===== src/rtl/dmem_pkg.sv =====
// Shared types and sizing helpers for the data_memory cache front end.
// Default widths match the core load/store port and the backing memory bus.
package dmem_pkg;

    localparam int DMEM_ADDR_W     = 8;
    localparam int DMEM_DATA_W     = 32;
    localparam int DMEM_MEM_ADDR_W = 32;
    localparam int DMEM_LINES      = 8;

    typedef enum logic [1:0] {
        IDLE  = 2'd0,
        WRITE = 2'd1,
        READ  = 2'd2
    } state_e;

    // One word per line, so the index is just the low address bits.
    function automatic int idx_bits(input int lines);
        return $clog2(lines);
    endfunction

    function automatic int tag_bits(input int addr_w, input int lines);
        return addr_w - $clog2(lines);
    endfunction

endpackage


===== src/rtl/dmem_cache_array.sv =====
// Direct-mapped valid/tag/data store: one synchronous write port, combinational lookup.
// Latency: lookup 0 cycles, write visible after the clock edge. No backpressure.
import dmem_pkg::*;

module dmem_cache_array #(
    parameter int ADDR_W = DMEM_ADDR_W,
    parameter int DATA_W = DMEM_DATA_W,
    parameter int LINES  = DMEM_LINES,
    localparam int IDX_W = idx_bits(LINES),
    localparam int TAG_W = tag_bits(ADDR_W, LINES)
) (
    input  logic              clk,
    input  logic              reset,
    input  logic [IDX_W-1:0]  lk_idx_i,
    input  logic [TAG_W-1:0]  lk_tag_i,
    output logic              lk_hit_o,
    output logic [DATA_W-1:0] lk_data_o,
    input  logic              wr_en_i,
    input  logic [IDX_W-1:0]  wr_idx_i,
    input  logic [TAG_W-1:0]  wr_tag_i,
    input  logic [DATA_W-1:0] wr_data_i
);

    logic [LINES-1:0]  valid_q;
    logic [TAG_W-1:0]  tag_q  [LINES];
    logic [DATA_W-1:0] data_q [LINES];

    // Only the valid bits need reset; tag/data are qualified by them.
    always_ff @(posedge clk) begin
        if (reset) begin
            valid_q <= '0;
        end else if (wr_en_i) begin
            valid_q[wr_idx_i] <= 1'b1;
        end
    end

    always_ff @(posedge clk) begin
        if (wr_en_i) begin
            tag_q[wr_idx_i]  <= wr_tag_i;
            data_q[wr_idx_i] <= wr_data_i;
        end
    end

    assign lk_hit_o  = valid_q[lk_idx_i] && (tag_q[lk_idx_i] == lk_tag_i);
    assign lk_data_o = data_q[lk_idx_i];

endmodule


===== src/rtl/data_memory.sv =====
// Write-through, write-allocate direct-mapped cache in front of a req/resp backing memory.
// Latency: read hit 1 cycle, miss = memory latency + 1; busy holds off requests meanwhile.
// Optional hit/miss counters are enabled with `define DATA_MEMORY_STATS_EN.
import dmem_pkg::*;

module data_memory #(
    parameter int ADDR_W     = DMEM_ADDR_W,
    parameter int DATA_W     = DMEM_DATA_W,
    parameter int LINES      = DMEM_LINES,
    parameter int MEM_ADDR_W = DMEM_MEM_ADDR_W
) (
    input  logic                  clk,
    input  logic                  reset,
    input  logic [ADDR_W-1:0]     addr,
    output logic [DATA_W-1:0]     data_read,
    input  logic [DATA_W-1:0]     data_write,
    input  logic                  read_en,
    input  logic                  write_en,
    output logic                  busy,
    output logic [MEM_ADDR_W-1:0] mem_addr,
    output logic                  mem_read_en,
    output logic                  mem_write_en,
    input  logic [DATA_W-1:0]     mem_read_val,
    output logic [DATA_W-1:0]     mem_write_val,
    input  logic                  mem_response
`ifdef DATA_MEMORY_STATS_EN
    ,
    output logic [15:0]           hit_count,
    output logic [15:0]           miss_count
`endif
);

    localparam int IDX_W = idx_bits(LINES);
    localparam int TAG_W = tag_bits(ADDR_W, LINES);

    state_e            state_q, state_d;
    logic [DATA_W-1:0] data_read_q, data_read_d;
    logic [ADDR_W-1:0] lat_addr_q, lat_addr_d;
    logic [DATA_W-1:0] wval_q, wval_d;
    logic              mem_rd_q, mem_rd_d;
    logic              mem_wr_q, mem_wr_d;

    logic              lk_hit;
    logic [DATA_W-1:0] lk_data;
    logic              cache_we;
    logic [IDX_W-1:0]  cache_widx;
    logic [TAG_W-1:0]  cache_wtag;
    logic [DATA_W-1:0] cache_wdata;

    dmem_cache_array #(
        .ADDR_W (ADDR_W),
        .DATA_W (DATA_W),
        .LINES  (LINES)
    ) u_array (
        .clk       (clk),
        .reset     (reset),
        .lk_idx_i  (addr[IDX_W-1:0]),
        .lk_tag_i  (addr[ADDR_W-1:IDX_W]),
        .lk_hit_o  (lk_hit),
        .lk_data_o (lk_data),
        .wr_en_i   (cache_we && !reset),
        .wr_idx_i  (cache_widx),
        .wr_tag_i  (cache_wtag),
        .wr_data_i (cache_wdata)
    );

    always_comb begin
        state_d     = state_q;
        data_read_d = data_read_q;
        lat_addr_d  = lat_addr_q;
        wval_d      = wval_q;
        mem_rd_d    = mem_rd_q;
        mem_wr_d    = mem_wr_q;
        cache_we    = 1'b0;
        cache_widx  = addr[IDX_W-1:0];
        cache_wtag  = addr[ADDR_W-1:IDX_W];
        cache_wdata = data_write;

        case (state_q)
            IDLE: begin
                // Write takes priority; a simultaneous read is dropped.
                if (write_en) begin
                    cache_we   = 1'b1;
                    lat_addr_d = addr;
                    wval_d     = data_write;
                    mem_wr_d   = 1'b1;
                    state_d    = WRITE;
                end else if (read_en) begin
                    if (lk_hit) begin
                        data_read_d = lk_data;
                    end else begin
                        lat_addr_d = addr;
                        mem_rd_d   = 1'b1;
                        state_d    = READ;
                    end
                end
            end
            WRITE: begin
                if (mem_response) begin
                    mem_wr_d = 1'b0;
                    state_d  = IDLE;
                end
            end
            READ: begin
                // Fill uses the address latched at request time, not the live core input.
                if (mem_response) begin
                    data_read_d = mem_read_val;
                    cache_we    = 1'b1;
                    cache_widx  = lat_addr_q[IDX_W-1:0];
                    cache_wtag  = lat_addr_q[ADDR_W-1:IDX_W];
                    cache_wdata = mem_read_val;
                    mem_rd_d    = 1'b0;
                    state_d     = IDLE;
                end
            end
            default: begin
                state_d  = IDLE;
                mem_rd_d = 1'b0;
                mem_wr_d = 1'b0;
            end
        endcase
    end

    always_ff @(posedge clk) begin
        if (reset) begin
            state_q     <= IDLE;
            data_read_q <= '0;
            lat_addr_q  <= '0;
            wval_q      <= '0;
            mem_rd_q    <= 1'b0;
            mem_wr_q    <= 1'b0;
        end else begin
            state_q     <= state_d;
            data_read_q <= data_read_d;
            lat_addr_q  <= lat_addr_d;
            wval_q      <= wval_d;
            mem_rd_q    <= mem_rd_d;
            mem_wr_q    <= mem_wr_d;
        end
    end

    assign data_read     = data_read_q;
    assign busy          = (state_q != IDLE);
    assign mem_addr      = MEM_ADDR_W'(lat_addr_q);
    assign mem_write_val = wval_q;
    assign mem_read_en   = mem_rd_q;
    assign mem_write_en  = mem_wr_q;

`ifdef DATA_MEMORY_STATS_EN
    logic        rd_accept;
    logic [15:0] hit_cnt_q;
    logic [15:0] miss_cnt_q;

    assign rd_accept = (state_q == IDLE) && read_en && !write_en;

    always_ff @(posedge clk) begin
        if (reset) begin
            hit_cnt_q  <= '0;
            miss_cnt_q <= '0;
        end else if (rd_accept) begin
            if (lk_hit && hit_cnt_q != 16'hFFFF) begin
                hit_cnt_q <= hit_cnt_q + 16'd1;
            end
            if (!lk_hit && miss_cnt_q != 16'hFFFF) begin
                miss_cnt_q <= miss_cnt_q + 16'd1;
            end
        end
    end

    assign hit_count  = hit_cnt_q;
    assign miss_count = miss_cnt_q;
`endif

endmodule


===== config.mk =====
export PLATFORM = sky130hd
export DESIGN_NAME = data_memory
export DESIGN_NICKNAME = d
export VERILOG_FILES = /design/src/rtl/dmem_pkg.sv /design/src/rtl/dmem_cache_array.sv /design/src/rtl/data_memory.sv
export SDC_FILE = /design/constraint.sdc
export NUM_CORES = 1
export LEC_CHECK = 0
export BUFFER_PORTS_ARGS = -buffer_cell sky130_fd_sc_hd__clkbuf_2
export CORE_ASPECT_RATIO = 0.6
export CORE_UTILIZATION = 60
export CTS_BUF_LIST = sky130_fd_sc_hd__clkbuf_8
export CTS_CLUSTER_DIAMETER = 40
export CTS_CLUSTER_SIZE = 14
export DETAILED_ROUTE_END_ITERATION = 12
export HOLD_SLACK_MARGIN = 0.12
export PLACE_DENSITY_LB_ADDON = 0.08
export SETUP_SLACK_MARGIN = 0.15
export SLEW_MARGIN = 30
export SYNTH_ARGS = -nofsm -noshare
export SYNTH_HDL_FRONTEND = slang
export SYNTH_HIERARCHICAL = 1
export SYNTH_SLANG_ARGS = --single-unit

===== constraint.sdc =====
create_clock -name clk -period 5.1 [get_ports clk]
set_input_delay 0.51 -clock clk [delete_from_list [all_inputs] [get_ports clk]]
set_output_delay 0.51 -clock clk [all_outputs]
set_load 0.1 [all_outputs]

==> out/summary.txt, run 1 <==
most frequent cells in the layout - edfxtp_1, clkbuf_2, dfxtp_1, mux2_2, mux4_2
Hold Path Stages - 3
routed wl met3 - 1.67 mm
clock skew - 0.0241 ns
Yosys Warn Count - 6
commonest non-fill, non-tap cell in the layout - edfxtp_1
number of synthesized flops with an enable pin - 296
part of the cycle the worst path needs - 0.614
Clk pin slew, worst setup/hold paths - 0.09 ns
Clock Tree Buf Depth - 3
top sig layer - met4
area of the multi-input gates - 0.00453 mm^2
Min-Delay Path Class - in -> reg
vias in the first global route - 8355
maximum VDD drop - 178 uV
crit path DAT - 3.60 ns
Pins Over Slew Limit - 0
most repeated library cell on the critical path - buf_4
Synth Flop Type - edfxtp_1
CTS tree - yes
core area - 0.0253 mm^2
Slew @ Worst Pin - 0.929 ns
H-tree depth - 2
hold_ws - 0.170 ns
P&R area growth vs syn - 11.1%
Top Family by Delay on Critical Path - buffers and inverters
Pwr Total - 6.22 mW
Reg area - 0.0106 mm^2
clock latency on the worst-skew pair - 0.56 ns
Routed WL per cell - 22.1 um
met2 wire len - 14.1 mm
worst endpoint required time - 5.56 ns
fill count - 1699
Initial Utilization - 0.611
max cap viols - 0
Yosys top cell area share - 0.575
Setup WS pre-CTS - 1.41 ns
antenna viol nets, final - 0
largest net degree at the start of global routing - 63
async set-reset flop share out of synthesis - 0
CTS Hold Buffers Added - 0
input/output buffers - 151
Post-CTS Resized - 0
Yosys cell types - 35
crit path capture - data_read[21]
startpoint class of the critical path - input pin
synth top area cells - edfxtp_1, dfxtp_1, mux4_2
cells after synthesis - 899
RSZ-0062 raised after global routing - false
placed cell count - 1345
design area - 0.0172 mm^2
Max-slew headroom - 0.381
Mapped Avg Cell Area - 17.2 um^2
Setup Viol. Count Final - 0
area of the mapped netlist - 0.0155 mm^2
setup tns final - 0 ns
worst path cell trace - buf_4 -> mux2i_1 -> mux4_2 -> xor2_1 -> nand4_1 -> nor3_2 -> nand2_1 -> a221oi_4 -> buf_4 -> nor2_1 -> a211oi_1
clock root buffer - clkbuf_8
first-pass GRT wire length - 48.2 mm
initial antenna violation count - 0
endpoint class of the critical path - flip-flop
slowest cell on the critical path - buf_4
launch point of the worst reg-to-reg path - state_q[0]
Final Hold Viols - 0
post-layout util - 0.679
DRT iter0 DRCs - 623
Via density - 5.78
# DRC - 0
Post-DP Area - 0.0165 mm^2
sequential area share after synthesis - 0.684
Clock Sinks - 380
Power per Cell Area - 362 mW/mm^2
static leakage - 5.99 nW
via count - 8151
CP max stage delay - 0.57 ns
I/O pins - 176
WL final - 31.2 mm
reg-to-reg slack, setup - 2.08 ns
GRT Total Usage - 0.247
Antenna Cells - 0
Max Freq - 0.319 GHz
setup ws final - 1.97 ns
Max Fanout on Critical Path - 42
Die Height - 126 um
Placer Congestion - 0.764
row count - 45
final cell count without fillers - 1409
Setup CP Type - in -> reg
#FFs+latches synth - 380
Post-CTS Setup Inserts - 0
share of cells above drive strength 1 - 0.381
Synth area leader - edfxtp_1
drt first pass iters - 5
Final nets - 1137
Setup crit start - addr[0]
die width - 209 um
total CTS buffers - 37
remaining global-route overflow - 0
met1 WL - 15.0 mm
RR Endpoint - u_array/data_q[7][26]
status - finished clean
DP HPWL - 18.2 mm
die area - 0.0264 mm^2
number of buffers and inverters on the critical path - 2
WP depth - 11
reg2reg path depth - 7
min Tclk post-route - 3.13 ns
flip-flops by register name (all words and copies together), names as in the netlist:
signal	cells
u_array/valid_q	8
u_array/data_q	256
mem_write_en	1
u_array/tag_q	40
mem_write_val	32
data_read	32
state_q	2
mem_read_en	1
lat_addr_q	8
cells in the mapped netlist (3+ instances only):
master,instances
edfxtp_1,296
dfxtp_1,84
mux2_2,73
mux4_2,73
nand2_1,69
nor2_1,61
mux2i_1,55
a21oi_1,38
buf_4,34
a211oi_2,28
clkbuf_1,26
buf_2,10
a211oi_1,6
nand2b_1,6
buf_6,5
ha_1,5
inv_1,5
nor2b_1,3
xor2_1,3
cells by family (layout without fill, tap and decap cells):
family	Yosys count	in the layout	synth area share
AND/OR/NAND/NOR	147	147	0.0393
AO/OA/AOI/OAI	78	78	0.0419
multiplexers	201	201	0.195
buffers and inverters	82	240	0.0325
flip-flops	380	380	0.684
other	1	24	0.000243
XOR/XNOR	5	5	0.00283
adder cells (fa/ha/maj)	5	5	0.00405
how the worst min path moves through the flow:
stage	startpoint	end	slack (ns)
2_1_floorplan	u_array/valid_q[1]	u_array/valid_q[1]	0.43
3_3_place_gp	mem_write_val[17]	mem_write_val[17]	0.44
3_5_place_dp	mem_write_val[19]	mem_write_val[19]	0.45
4_1_cts	data_write[9]	mem_write_val[9]	0.13
5_1_grt	data_write[9]	mem_write_val[9]	0.14
6_report	data_write[9]	mem_write_val[9]	0.17
worst min-delay path, cell delays in order:
cell      delay, ns
clkbuf_2       0.09
nand2_1        0.05
a21oi_1        0.05
report_power, final:
group          internal (mW)  leakage [nW]  switching [mW]
logic                  0.242          2.23           0.696
clock network          0.781         0.403            1.03
registers               3.44          3.36          0.0316
layer usage:
metal / global-route usage / vias to the layer above
met2: 0.380 / 233
met4: 0.0588 / 0
met5: 0 / -
li1: - / 3721
met3: 0.0428 / 34
met1: 0.373 / 4163
final cells by class:
class / instances / area share
inverters: 5 / 0.00109
multi-input cells: 460 / 0.264
clock buffers: 39 / 0.0313
well taps: 329 / 0.0240
repair buffers: 171 / 0.0552
clock inverters: 25 / 0.00918
flip-flops and latches: 380 / 0.616
No activity file was read; power rests on OpenSTA's default activity.
==> run 2: changes to the inputs <==
Clock period 5.1 ns to 2.9 ns, I/O delays scaled along.
==> run 2 against run 1 <==
  * Count of clock-buffer cells in the layout down 2
  * First-iteration DRC count down 3.2%
  * Wire length up 7.7%
  * Clock power up 70%
  * Die area unchanged
  * Sequential share of layout area down 3.3 points
  * Global-route usage up 1.0 points
  * Worst hold slack worse by 0.023 ns
  * Power up 76%
  * Cell count up 6.0%
  * Core utilization up 3.8 points
  * Largest cell class unchanged
  * Largest power group unchanged
==> out/summary.txt, run 2 (same netlist as run 1, synthesis figures left out) <==
hold_ws - 0.147 ns
I/O pins - 176
GRT Total Usage - 0.257
Pins Over Slew Limit - 0
share of cells above drive strength 1 - 0.373
row count - 45
Max Freq - 0.368 GHz
Placer Congestion - 0.796
placed cell count - 1358
Die Height - 126 um
first-pass GRT wire length - 50.4 mm
final cell count without fillers - 1494
Final Hold Viols - 0
setup tns final - 0 ns
largest registers - u_array/data_q x256, u_array/tag_q x40
clock root buffer - clkbuf_8
CTS tree - yes
WL final - 33.6 mm
Clock Tree Buf Depth - 3
Via density - 5.80
DRT iter0 DRCs - 603
RSZ-0062 raised after global routing - true
clock skew - 0.0228 ns
max FFs per register - 256
Setup WS pre-CTS - -0.0741 ns
status - finished clean
die width - 209 um
Top reg by flops - u_array/data_q
DP HPWL - 19.6 mm
static leakage - 6.41 nW
worst endpoint required time - 3.37 ns
drt first pass iters - 5
clock latency on the worst-skew pair - 0.55 ns
Post-DP Area - 0.0167 mm^2
Antenna Cells - 0
core area - 0.0253 mm^2
total CTS buffers - 36
Pwr Total - 11.0 mW
Power per Cell Area - 604 mW/mm^2
design area - 0.0181 mm^2
Routed WL per cell - 22.5 um
startpoint class of the critical path - flip-flop
post-layout util - 0.717
Initial Utilization - 0.611
max cap viols - 0
remaining global-route overflow - 0
largest net degree at the start of global routing - 77
endpoint class of the critical path - flip-flop
commonest non-fill, non-tap cell in the layout - edfxtp_1
min Tclk post-route - 2.72 ns
part of the cycle the worst path needs - 0.937
crit path DAT - 3.19 ns
Setup CP Type - reg -> reg
antenna viol nets, final - 0
setup ws final - 0.181 ns
most frequent cells in the layout - edfxtp_1, clkbuf_2, dfxtp_1, mux2_2, mux4_2
via count - 8659
Max Fanout on Critical Path - 7
Setup Viol. Count Final - 0
Slew @ Worst Pin - 0.788 ns
maximum VDD drop - 363 uV
H-tree depth - 2
Clk pin slew, worst setup/hold paths - 0.09 ns
Min-Delay Path Class - in -> reg
initial antenna violation count - 0
Clock Sinks - 380
Final nets - 1221
# DRC - 0
input/output buffers - 151
vias in the first global route - 8623
die area - 0.0264 mm^2
Max-slew headroom - 0.475
P&R area growth vs syn - 17.3%
[run 2: cell count changes in the layout (fill, tap and decap cells not counted), moves of 3 or more]
cell	delta
buf_12	+4
buf_4	+8
buf_6	+3
clkbuf_16	+4
clkinv_2	-3
dlygate4sd3_1	+66
inv_1	+5
nor3_2	-3
nor3_4	+3
[run 2: what timing repair did]
item,in CTS,in global routing
hold endpoints to repair,68,0
hold buffers,66,0
setup endpoints to repair,0,32
buffers inserted,0,2
gates resized for setup,0,8
[run 2: per-layer routing]
layer | wire, um | vias to the layer above | track usage
met3 | 2370 | 46 | 0.0413
met4 | 610 | 0 | 0.0675
met1 | 15700 | 4396 | 0.402
met2 | 14900 | 333 | 0.381
met5 | 0 | - | 0
li1 | - | 3884 | -
[run 2: final cells by class]
class	instances	area [um^2]
timing repair buffer	256	1880
fill	1561	7150
multi-input combinational	460	4590
tap	329	412
clock buffer	37	509
sequential	380	10600
clock inverter	27	154
inverter	5	18.8
[run 2: path summary, 6_finish.rpt]
kind	start	to	slack, ns	cells past startpoint
worst max-delay path	u_array/tag_q[3][1]	data_read[31]	0.18	11
worst min-delay path	mem_read_val[11]	data_read[11]	0.15	3
worst max register to register	u_array/tag_q[3][1]	data_read[31]	0.18	11
worst min register to register	mem_write_val[5]	mem_write_val[5]	0.46	2
[run 2: where the power goes]
part           switching [mW]  internal, mW  total, mW  leakage (nW)
Sequential             0.0629          6.05       6.11          3.36
Combinational            1.26         0.512       1.77          2.66
Clock                    1.77          1.31       3.07         0.399
Total                    3.09          7.86       11.0          6.41
[run 2: critical path, stage by stage, from the launching register on]
cell,delay (ns)
edfxtp_1,0.35
mux2i_1,0.08
mux4_2,0.49
xor2_2,0.15
nand4_1,0.17
nor3_4,0.30
nand2_2,0.13
a221oi_4,0.34
buf_6,0.19
clkbuf_16,0.16
nor2_1,0.04
a211oi_1,0.21
